## src/rtl/riscv_pkg.sv

```systemverilog
// Shared RISC-V front-end constants: NOP encoding, major opcodes and the
// fetch FSM state encoding.
package riscv_pkg;

   localparam logic [31:0] NOP_INSTR = 32'h0000_0013;

   localparam logic [6:0] OP_LOAD   = 7'b000_0011;
   localparam logic [6:0] OP_STORE  = 7'b010_0011;
   localparam logic [6:0] OP_RTYPE  = 7'b011_0011;
   localparam logic [6:0] OP_ITYPE  = 7'b001_0011;
   localparam logic [6:0] OP_BRANCH = 7'b110_0011;

   typedef enum logic [1:0] {
      ST_IDLE = 2'd0,
      ST_REQ  = 2'd1,
      ST_DROP = 2'd2
   } fetch_state_t;

   // Opcode seen by decode: a bubble is presented as the canonical NOP.
   function automatic logic [6:0] dec_opcode(input logic [31:0] instr, input logic valid);
      return valid ? instr[6:0] : OP_ITYPE;
   endfunction

endpackage

```

## src/rtl/instr_fetch_unit_if.sv

```systemverilog
// Instruction-memory request/ack bus. Fetch drives the request side,
// memory answers with a one-cycle ack carrying the read data.
interface instr_fetch_unit_if #(
   parameter int XLEN = 32
);

   logic            IMemReq;
   logic [XLEN-1:0] IMemAddr;
   logic            IMemAck;
   logic [31:0]     IMemRdata;

   modport master (output IMemReq, IMemAddr, input IMemAck, IMemRdata);
   modport slave  (input IMemReq, IMemAddr, output IMemAck, IMemRdata);

endinterface

```

## src/rtl/instr_skid_buf.sv

```systemverilog
// One-entry {instr, pc} holding slot for a word that returned while decode
// was stalled. Flush wins over push; push with pop replaces the entry.
module instr_skid_buf
   import riscv_pkg::*;
#(
   parameter int XLEN = 32
) (
   input  logic            clk,
   input  logic            rst_n,
   input  logic            i_push,
   input  logic            i_pop,
   input  logic            i_flush,
   input  logic [31:0]     i_instr,
   input  logic [XLEN-1:0] i_pc,
   output logic            o_full,
   output logic [31:0]     o_instr,
   output logic [XLEN-1:0] o_pc
);

   logic            r_full;
   logic [31:0]     r_instr;
   logic [XLEN-1:0] r_pc;

   // Occupancy flag.
   always_ff @(posedge clk or negedge rst_n) begin
      if (!rst_n)       r_full <= 1'b0;
      else if (i_flush) r_full <= 1'b0;
      else if (i_push)  r_full <= 1'b1;
      else if (i_pop)   r_full <= 1'b0;
   end

   // Payload capture on push.
   always_ff @(posedge clk or negedge rst_n) begin
      if (!rst_n) begin
         r_instr <= NOP_INSTR;
         r_pc    <= '0;
      end else if (i_push && !i_flush) begin
         r_instr <= i_instr;
         r_pc    <= i_pc;
      end
   end

   assign o_full  = r_full;
   assign o_instr = r_instr;
   assign o_pc    = r_pc;

endmodule

```

## src/rtl/instr_fetch_unit.sv

```systemverilog
// Fetch stage: owns FetchPC, keeps one request outstanding to instruction
// memory, parks a returned word in the skid slot when decode stalls, and
// squashes wrong-path data on a redirect.
module instr_fetch_unit
   import riscv_pkg::*;
#(
   parameter int              XLEN     = 32,
   parameter logic [XLEN-1:0] RESET_PC = '0
) (
   input  logic               clk,
   input  logic               rst_n,
   input  logic               PCSrc,
   input  logic [XLEN-1:0]    PCTarget,
   input  logic               Stall,
   instr_fetch_unit_if.master imem,
   output logic               InstrValid,
   output logic [31:0]        Instr,
   output logic [6:0]         Opcode,
   output logic [XLEN-1:0]    PC,
   output logic [XLEN-1:0]    PCPlus4
);

   fetch_state_t    r_state, w_state_nxt;
   logic [XLEN-1:0] r_fpc, r_addr, r_pc, w_fpc_nxt, w_skid_pc;
   logic [31:0]     r_instr, w_skid_instr;
   logic            r_valid;
   logic            w_req, w_ack_ok, w_free, w_pop, w_push;
   logic            w_skid_full, w_skid_full_nxt, w_wait;

   assign w_req    = (r_state != ST_IDLE);
   assign w_wait   = w_req && !imem.IMemAck;
   // Only an ack in REQ with no redirect delivers a usable word.
   assign w_ack_ok = (r_state == ST_REQ) && imem.IMemAck && !PCSrc;
   // Output slot can take a word if empty or being consumed this cycle.
   assign w_free   = !r_valid || !Stall;
   // Skid is older than any new ack, so it drains first to keep order.
   assign w_pop    = w_skid_full && w_free && !PCSrc;
   assign w_push   = w_ack_ok && (!w_free || w_skid_full);
   assign w_skid_full_nxt = w_push || (w_skid_full && !w_pop);

   assign w_fpc_nxt = PCSrc    ? (PCTarget & ~XLEN'(3)) :
                      w_ack_ok ? (r_fpc + XLEN'(4))     : r_fpc;

   instr_skid_buf #(.XLEN(XLEN)) u_skid (
      .clk     (clk),
      .rst_n   (rst_n),
      .i_push  (w_push),
      .i_pop   (w_pop),
      .i_flush (PCSrc),
      .i_instr (imem.IMemRdata),
      .i_pc    (r_addr),
      .o_full  (w_skid_full),
      .o_instr (w_skid_instr),
      .o_pc    (w_skid_pc)
   );

   // Fetch FSM state register.
   always_ff @(posedge clk or negedge rst_n) begin
      if (!rst_n) r_state <= ST_IDLE;
      else        r_state <= w_state_nxt;
   end

   // Next state: a redirect with a request still in flight must wait out its ack.
   always_comb begin
      w_state_nxt = r_state;
      if (PCSrc) begin
         w_state_nxt = w_wait ? ST_DROP : ST_REQ;
      end else begin
         case (r_state)
            ST_IDLE: w_state_nxt = w_skid_full_nxt ? ST_IDLE : ST_REQ;
            ST_REQ:  if (imem.IMemAck) w_state_nxt = w_skid_full_nxt ? ST_IDLE : ST_REQ;
            ST_DROP: if (imem.IMemAck) w_state_nxt = ST_REQ;
            default: w_state_nxt = ST_IDLE;
         endcase
      end
   end

   // FetchPC and request address; the address is frozen while a request waits.
   always_ff @(posedge clk or negedge rst_n) begin
      if (!rst_n) begin
         r_fpc  <= RESET_PC;
         r_addr <= RESET_PC;
      end else begin
         r_fpc <= w_fpc_nxt;
         if (!w_wait) r_addr <= w_fpc_nxt;
      end
   end

   // Decode-facing output register.
   always_ff @(posedge clk or negedge rst_n) begin
      if (!rst_n) begin
         r_valid <= 1'b0;
         r_instr <= NOP_INSTR;
         r_pc    <= RESET_PC;
      end else if (PCSrc) begin
         r_valid <= 1'b0;
      end else if (w_pop) begin
         r_valid <= 1'b1;
         r_instr <= w_skid_instr;
         r_pc    <= w_skid_pc;
      end else if (w_ack_ok && w_free) begin
         r_valid <= 1'b1;
         r_instr <= imem.IMemRdata;
         r_pc    <= r_addr;
      end else if (r_valid && !Stall) begin
         r_valid <= 1'b0;
      end
   end

   assign imem.IMemReq  = w_req;
   assign imem.IMemAddr = r_addr;
   assign InstrValid    = r_valid;
   assign Instr         = r_instr;
   assign PC            = r_pc;
   assign PCPlus4       = r_pc + XLEN'(4);
   assign Opcode        = dec_opcode(r_instr, r_valid);

endmodule

```

## src/flat_wrapper.sv

```systemverilog
// flat-port wrapper written by rule: the top's interface ports become plain ports
module instr_fetch_unit_flat import riscv_pkg::*;
#(
   parameter int              XLEN     = 32,
   parameter logic [XLEN-1:0] RESET_PC = '0
)
  (clk, rst_n, PCSrc, PCTarget, Stall, InstrValid, Instr, Opcode, PC, PCPlus4, imem_IMemReq, imem_IMemAddr, imem_IMemAck, imem_IMemRdata);
  instr_fetch_unit_if #(.XLEN(XLEN)) imem_i ();
  input  logic clk;
  input  logic rst_n;
  input  logic PCSrc;
  input  logic [XLEN-1:0] PCTarget;
  input  logic Stall;
  output logic InstrValid;
  output logic [31:0] Instr;
  output logic [6:0] Opcode;
  output logic [XLEN-1:0] PC;
  output logic [XLEN-1:0] PCPlus4;
  output wire logic [$bits(imem_i.IMemReq)-1:0] imem_IMemReq;
  output wire logic [$bits(imem_i.IMemAddr)-1:0] imem_IMemAddr;
  input wire logic [$bits(imem_i.IMemAck)-1:0] imem_IMemAck;
  input wire logic [$bits(imem_i.IMemRdata)-1:0] imem_IMemRdata;
  assign imem_IMemReq = imem_i.IMemReq;
  assign imem_IMemAddr = imem_i.IMemAddr;
  assign imem_i.IMemAck = imem_IMemAck;
  assign imem_i.IMemRdata = imem_IMemRdata;
  instr_fetch_unit #(.XLEN(XLEN), .RESET_PC(RESET_PC)) u_core (.clk(clk), .rst_n(rst_n), .PCSrc(PCSrc), .PCTarget(PCTarget), .Stall(Stall), .imem(imem_i), .InstrValid(InstrValid), .Instr(Instr), .Opcode(Opcode), .PC(PC), .PCPlus4(PCPlus4));
endmodule
```

## config.mk

```make
export PLATFORM = sky130hd
export DESIGN_NAME = instr_fetch_unit_flat
export DESIGN_NICKNAME = d
export VERILOG_FILES = /design/src/rtl/riscv_pkg.sv /design/src/rtl/instr_fetch_unit_if.sv /design/src/rtl/instr_skid_buf.sv /design/src/rtl/instr_fetch_unit.sv /design/src/flat_wrapper.sv
export SDC_FILE = /design/constraint.sdc
export NUM_CORES = 1
export LEC_CHECK = 0
export CAP_MARGIN = 20
export CORE_UTILIZATION = 45
export CTS_CLUSTER_SIZE = 40
export DETAILED_ROUTE_END_ITERATION = 16
export PLACE_DENSITY = 0.73
export SYNTH_ARGS = -nofsm -noshare
export SYNTH_HDL_FRONTEND = slang
export SYNTH_SLANG_ARGS = --single-unit
```

## constraint.sdc

```tcl
create_clock -name clk -period 2 [get_ports clk]
set_input_delay 0.4 -clock clk [delete_from_list [all_inputs] [get_ports clk]]
set_output_delay 0.4 -clock clk [all_outputs]
set_load 0.03 [all_outputs]
```

==> impl_results.rst <==
.. list-table::
   :header-rows: 1

   * - Metric
     - Value
   * - Data required time at the worst endpoint
     - 1.60 ns
   * - Mux contribution to synthesized area
     - 18.0%
   * - Synth top area share
     - 51.3%
   * - Status
     - complete, but fails checks
   * - Startpoint class of the critical path
     - flip-flop
   * - Combinational fraction of design power
     - 42.5%
   * - Synthesized area divided by synthesized cell count
     - 11.1 um^2
   * - Setup repair after global routing missed its margin
     - yes
   * - Gate count after technology mapping
     - 834
   * - Sw power
     - 6440 uW
   * - Maximum fanout encountered on the critical timing path
     - 7
   * - FF-to-FF path depth
     - 5
   * - Routed Wire Length
     - 24900 um
   * - Synthesis-to-finish area growth
     - 47.1%
   * - Fin. Hold Viols
     - 0
   * - Pin count of the biggest net entering global routing
     - 56
   * - Reg power frac
     - 37.0%
   * - Global-route wire length before repair
     - 39400 um
   * - Max Slew Vio Count
     - 0
   * - Top cells by area in the synthesized netlist
     - dfrtp_1 51%, mux2_2 11%, mux2i_1 7.5%
   * - Detailed placement HPWL
     - 17500 um
   * - Total of buffers placed on input and output ports
     - 203
   * - Final setup margin
     - -0.468 ns
   * - Worst path top cell family by delay
     - simple AND/OR/NAND/NOR gates
   * - Post-route clock skew
     - 0.0112 ns
   * - Post-synthesis share of cell area spent on and, or, nand and nor gates
     - 13.8%
   * - Ordered list of cells on the worst path
     - and4_4, and3_4, and3_4, nand4_1, xnor2_2, buf_12
   * - Arrival time of data at the critical path endpoint
     - 2.07 ns
   * - Critical Path Start
     - u_core.PC[14]$_DFFE_PN0P_
   * - Largest voltage drop on the vdd net
     - 0.635 mV
   * - Standard-cell row count
     - 52
   * - Die Outline Area
     - 0.0212 mm^2
   * - Via count of the first global-routing pass
     - 7324
   * - CP dominant cell by count
     - and3_4
   * - GRT Residual Overflow
     - 0
   * - Crit-path max cell delay
     - 0.37 ns
   * - Total power divided by cell area
     - 1220 mW/mm^2
   * - Floorplan Core Area
     - 0.0202 mm^2
   * - Buffers & Inverters on Critical Path
     - 1
   * - Synth Area in Compound Gates
     - 6.93%
   * - Failing checks
     - setup timing
   * - Number of failing setup endpoints in the final timing report
     - 24
   * - Crit path capture type
     - output port
   * - Reg-to-Reg End
     - u_core.imem.IMemAddr[29]$_DFFE_PN0N_
   * - Sequential area share after synthesis
     - 53.0%
   * - # H-tree levels
     - 4
   * - Global-route usage over all layers
     - 23.9%
   * - Cell with the largest stage delay on the worst path
     - dfrtp_2
   * - Slew at the pin with the worst max-slew slack
     - 0.482 ns
   * - Detail Route Antenna Nets
     - 0
   * - Timing-limited maximum frequency
     - 0.405 GHz
   * - Clock net sink count
     - 196
   * - Switching part of the total
     - 38.8%
   * - Syn Nets
     - 905
   * - Post-synthesis cell area
     - 0.00926 mm^2
   * - Warnings, synthesis
     - 0
   * - Cell count along the critical path
     - 6
   * - Kind of path behind the tightest hold check
     - in -> async
   * - Min cycle time layout
     - 2.47 ns
   * - Register bit count reported by yosys
     - 196
   * - Final core area utilization
     - 67.3%
   * - Wire per inst
     - 17.8 um
   * - Async SR Flop Fraction
     - 100%
   * - Die Span Y
     - 145 um
   * - Number of antenna violations at the first check in global routing
     - 0
   * - Register Area
     - 0.00493 mm^2
   * - Root buffer cell
     - clkbuf_16
   * - Filler Cell Count
     - 1526
   * - Crit Reg-Reg Startpoint
     - u_core.r_state[1]$_DFFE_PN0P_
   * - Area occupied by multi-input gates
     - 0.00464 mm^2
   * - Minimum setup slack among reg-to-reg paths
     - 0.01 ns
   * - Layout net count
     - 1189
   * - Part of the total power dissipated in the clock network
     - 20.5%
   * - Clock Tree Buf Depth
     - 2
   * - EDFF count, synth
     - 0
   * - Ratio of cells with drive above 1 in the final layout
     - 30.9%
   * - Power Internal
     - 10200 uW
   * - Iteration count of the initial detailed-routing pass
     - 5
   * - Routed vias
     - 7459
   * - Area share of fa/ha/maj cells after synthesis
     - 0.270%
   * - Top Ports
     - 206
   * - Number of different library cells in the post-synthesis netlist
     - 42
   * - # DRC
     - 0
   * - Final period utilization
     - 123%
   * - Destination of the critical timing path
     - PCPlus4[31]
   * - Critical path class
     - reg -> out
   * - TritonCTS buffer count
     - 17
   * - CTS tree
     - built
   * - Most frequent cell after synthesis
     - dfrtp_1
   * - Clk Latency, worst-skew pair
     - 0.44 ns
   * - Number of maximum-capacitance violations
     - 0
   * - Remaining max-slew budget at the tightest pin
     - 67.9%
   * - Chip Width
     - 145 um
   * - Final weighted congestion of routability-driven global placement
     - 0.912
   * - Prevailing post-synth register cell
     - dfrtp_1
   * - Most frequent cells after synthesis
     - 190 x dfrtp_1, 108 x nand2_1, 87 x mux2_2, 77 x o21ai_0, 69 x mux2i_1
   * - Combinational family with the most area after synthesis
     - multiplexers
   * - Number of antenna repair diodes
     - 0
   * - XOR/XNOR share of the synthesized area
     - 5.20%
   * - Via density per instance
     - 5.32
   * - Leakage power
     - 0.00672 uW
   * - Cell taking the most area after synthesis
     - dfrtp_1
   * - Register clock-pin slew on the reported worst setup and hold paths
     - 0.07 ns
   * - Number of violations reported at the end of detailed-routing iteration 0
     - 515
   * - Initial core utilization
     - 45.8%
   * - Design Power
     - 16600 uW
==> cell families after synthesis <==
| logic type | count (synthesis) |
|---|---|
| fa+ha+maj | 2 |
| flops | 196 |
| buf+inv | 60 |
| mux | 156 |
| compound gates | 110 |
| xor+xnor | 55 |
| simple gates | 255 |
==> repair_timing <==
action	in CTS	in global routing
pin swaps	14	21
endpoints found under the hold margin	47	0
gates resized for setup	118	49
endpoints found under the setup margin	79	74
hold buffers	1	0
buffers inserted	14	11
==> area by class of cell <==
cell class	instances	share of cell area [%]
clock inverters	15	1.21
flip-flops and latches	196	36.2
repair buffers	316	22.7
clock buffers	17	3.12
multi-input cells	578	34.0
inverters	9	0.248
well taps	270	2.48
==> how the worst min path moves through the flow <==
stage                                                 to  slack, ns  cells after the start
global placement             u_core.Instr[3]$_DFFE_PN0P_       0.40                      1
CTS                         u_core.Instr[10]$_DFFE_PN0P_       0.49                      2
finish              u_core.u_skid.o_instr[3]$_DFFE_PN0P_       0.48                      2
floorplan                  u_core.InstrValid$_DFFE_PN0P_       0.10                      0
detailed placement           u_core.Instr[3]$_DFFE_PN0P_       0.41                      1
global route                u_core.Instr[14]$_DFFE_PN0P_       0.50                      2
==> stage by stage <==
| stage | hold slack, ns | worst slack, ns | cells | TNS [ns] | area [um^2] |
|---|---|---|---|---|---|
| after floorplan | 0.104 | -0.242 | 834 | -2.62 | 9500 |
| after global placement | 0.404 | -0.500 | 1345 | -45.92 | 12500 |
| after detailed placement | 0.409 | -0.508 | 1345 | -49.80 | 12500 |
| after CTS | 0.486 | -0.502 | 1392 | -7.38 | 13300 |
| after global routing | 0.500 | -0.542 | 1401 | -9.41 | 13600 |
| final | 0.482 | -0.468 | 1401 | -7.16 | 13600 |
==> state kept, by name, indices dropped and copies added, names as in the netlist <==
signal / flops
u_core.Instr: 32
u_core.InstrValid: 1
u_core.PC: 32
u_core.imem.IMemAddr: 32
u_core.r_fpc: 32
u_core.r_state: 2
u_core.u_skid.o_full: 1
u_core.u_skid.o_instr: 32
u_core.u_skid.o_pc: 32
==> power by group through the flow <==
stage	Sequential, uW	Clock, uW	Combinational [uW]
finish	6140	3410	7060
global route	6300	3600	7490
CTS	6120	3470	6990
detailed placement	6170	0	7000
global placement	6100	0	6890
floorplan	7480	0	2510
==> layer usage <==
layer | routed length, um | vias up | global-route usage [%]
met5 | 0 | - | 0
met4 | 721 | 0 | 9.53
met3 | 1070 | 47 | 3.32
met2 | 12300 | 251 | 38.7
met1 | 10800 | 3636 | 32.5
li1 | - | 3525 | -
==> placed cells by master (no fill, tap or decap), types with 5 or more instances in the layout <==
cell type | netlist | layout
buf_6 | 0 | 31
clkinv_4 | 0 | 5
clkbuf_16 | 0 | 17
mux2i_1 | 69 | 69
o21ai_0 | 77 | 77
nand3_4 | 0 | 8
and4_1 | 6 | 5
inv_1 | 9 | 9
a21oi_1 | 12 | 12
dlygate4sd2_1 | 0 | 46
nor4_2 | 1 | 5
nor2_1 | 24 | 22
dfrtp_2 | 0 | 12
xnor2_1 | 44 | 22
mux2_2 | 87 | 87
xnor2_2 | 0 | 16
and2_1 | 10 | 10
xnor2_4 | 0 | 6
nand4_1 | 19 | 19
nand2_1 | 108 | 102
a221o_1 | 9 | 9
xor2_1 | 11 | 10
buf_12 | 0 | 15
buf_4 | 2 | 93
nand3_1 | 33 | 21
and3_1 | 19 | 17
clkdlybuf4s50_1 | 0 | 110
dfstp_2 | 6 | 6
dlymetal6s2s_1 | 0 | 15
dfrtp_1 | 190 | 178
nor3_1 | 7 | 5
No activity file was read; power rests on OpenSTA's default activity.
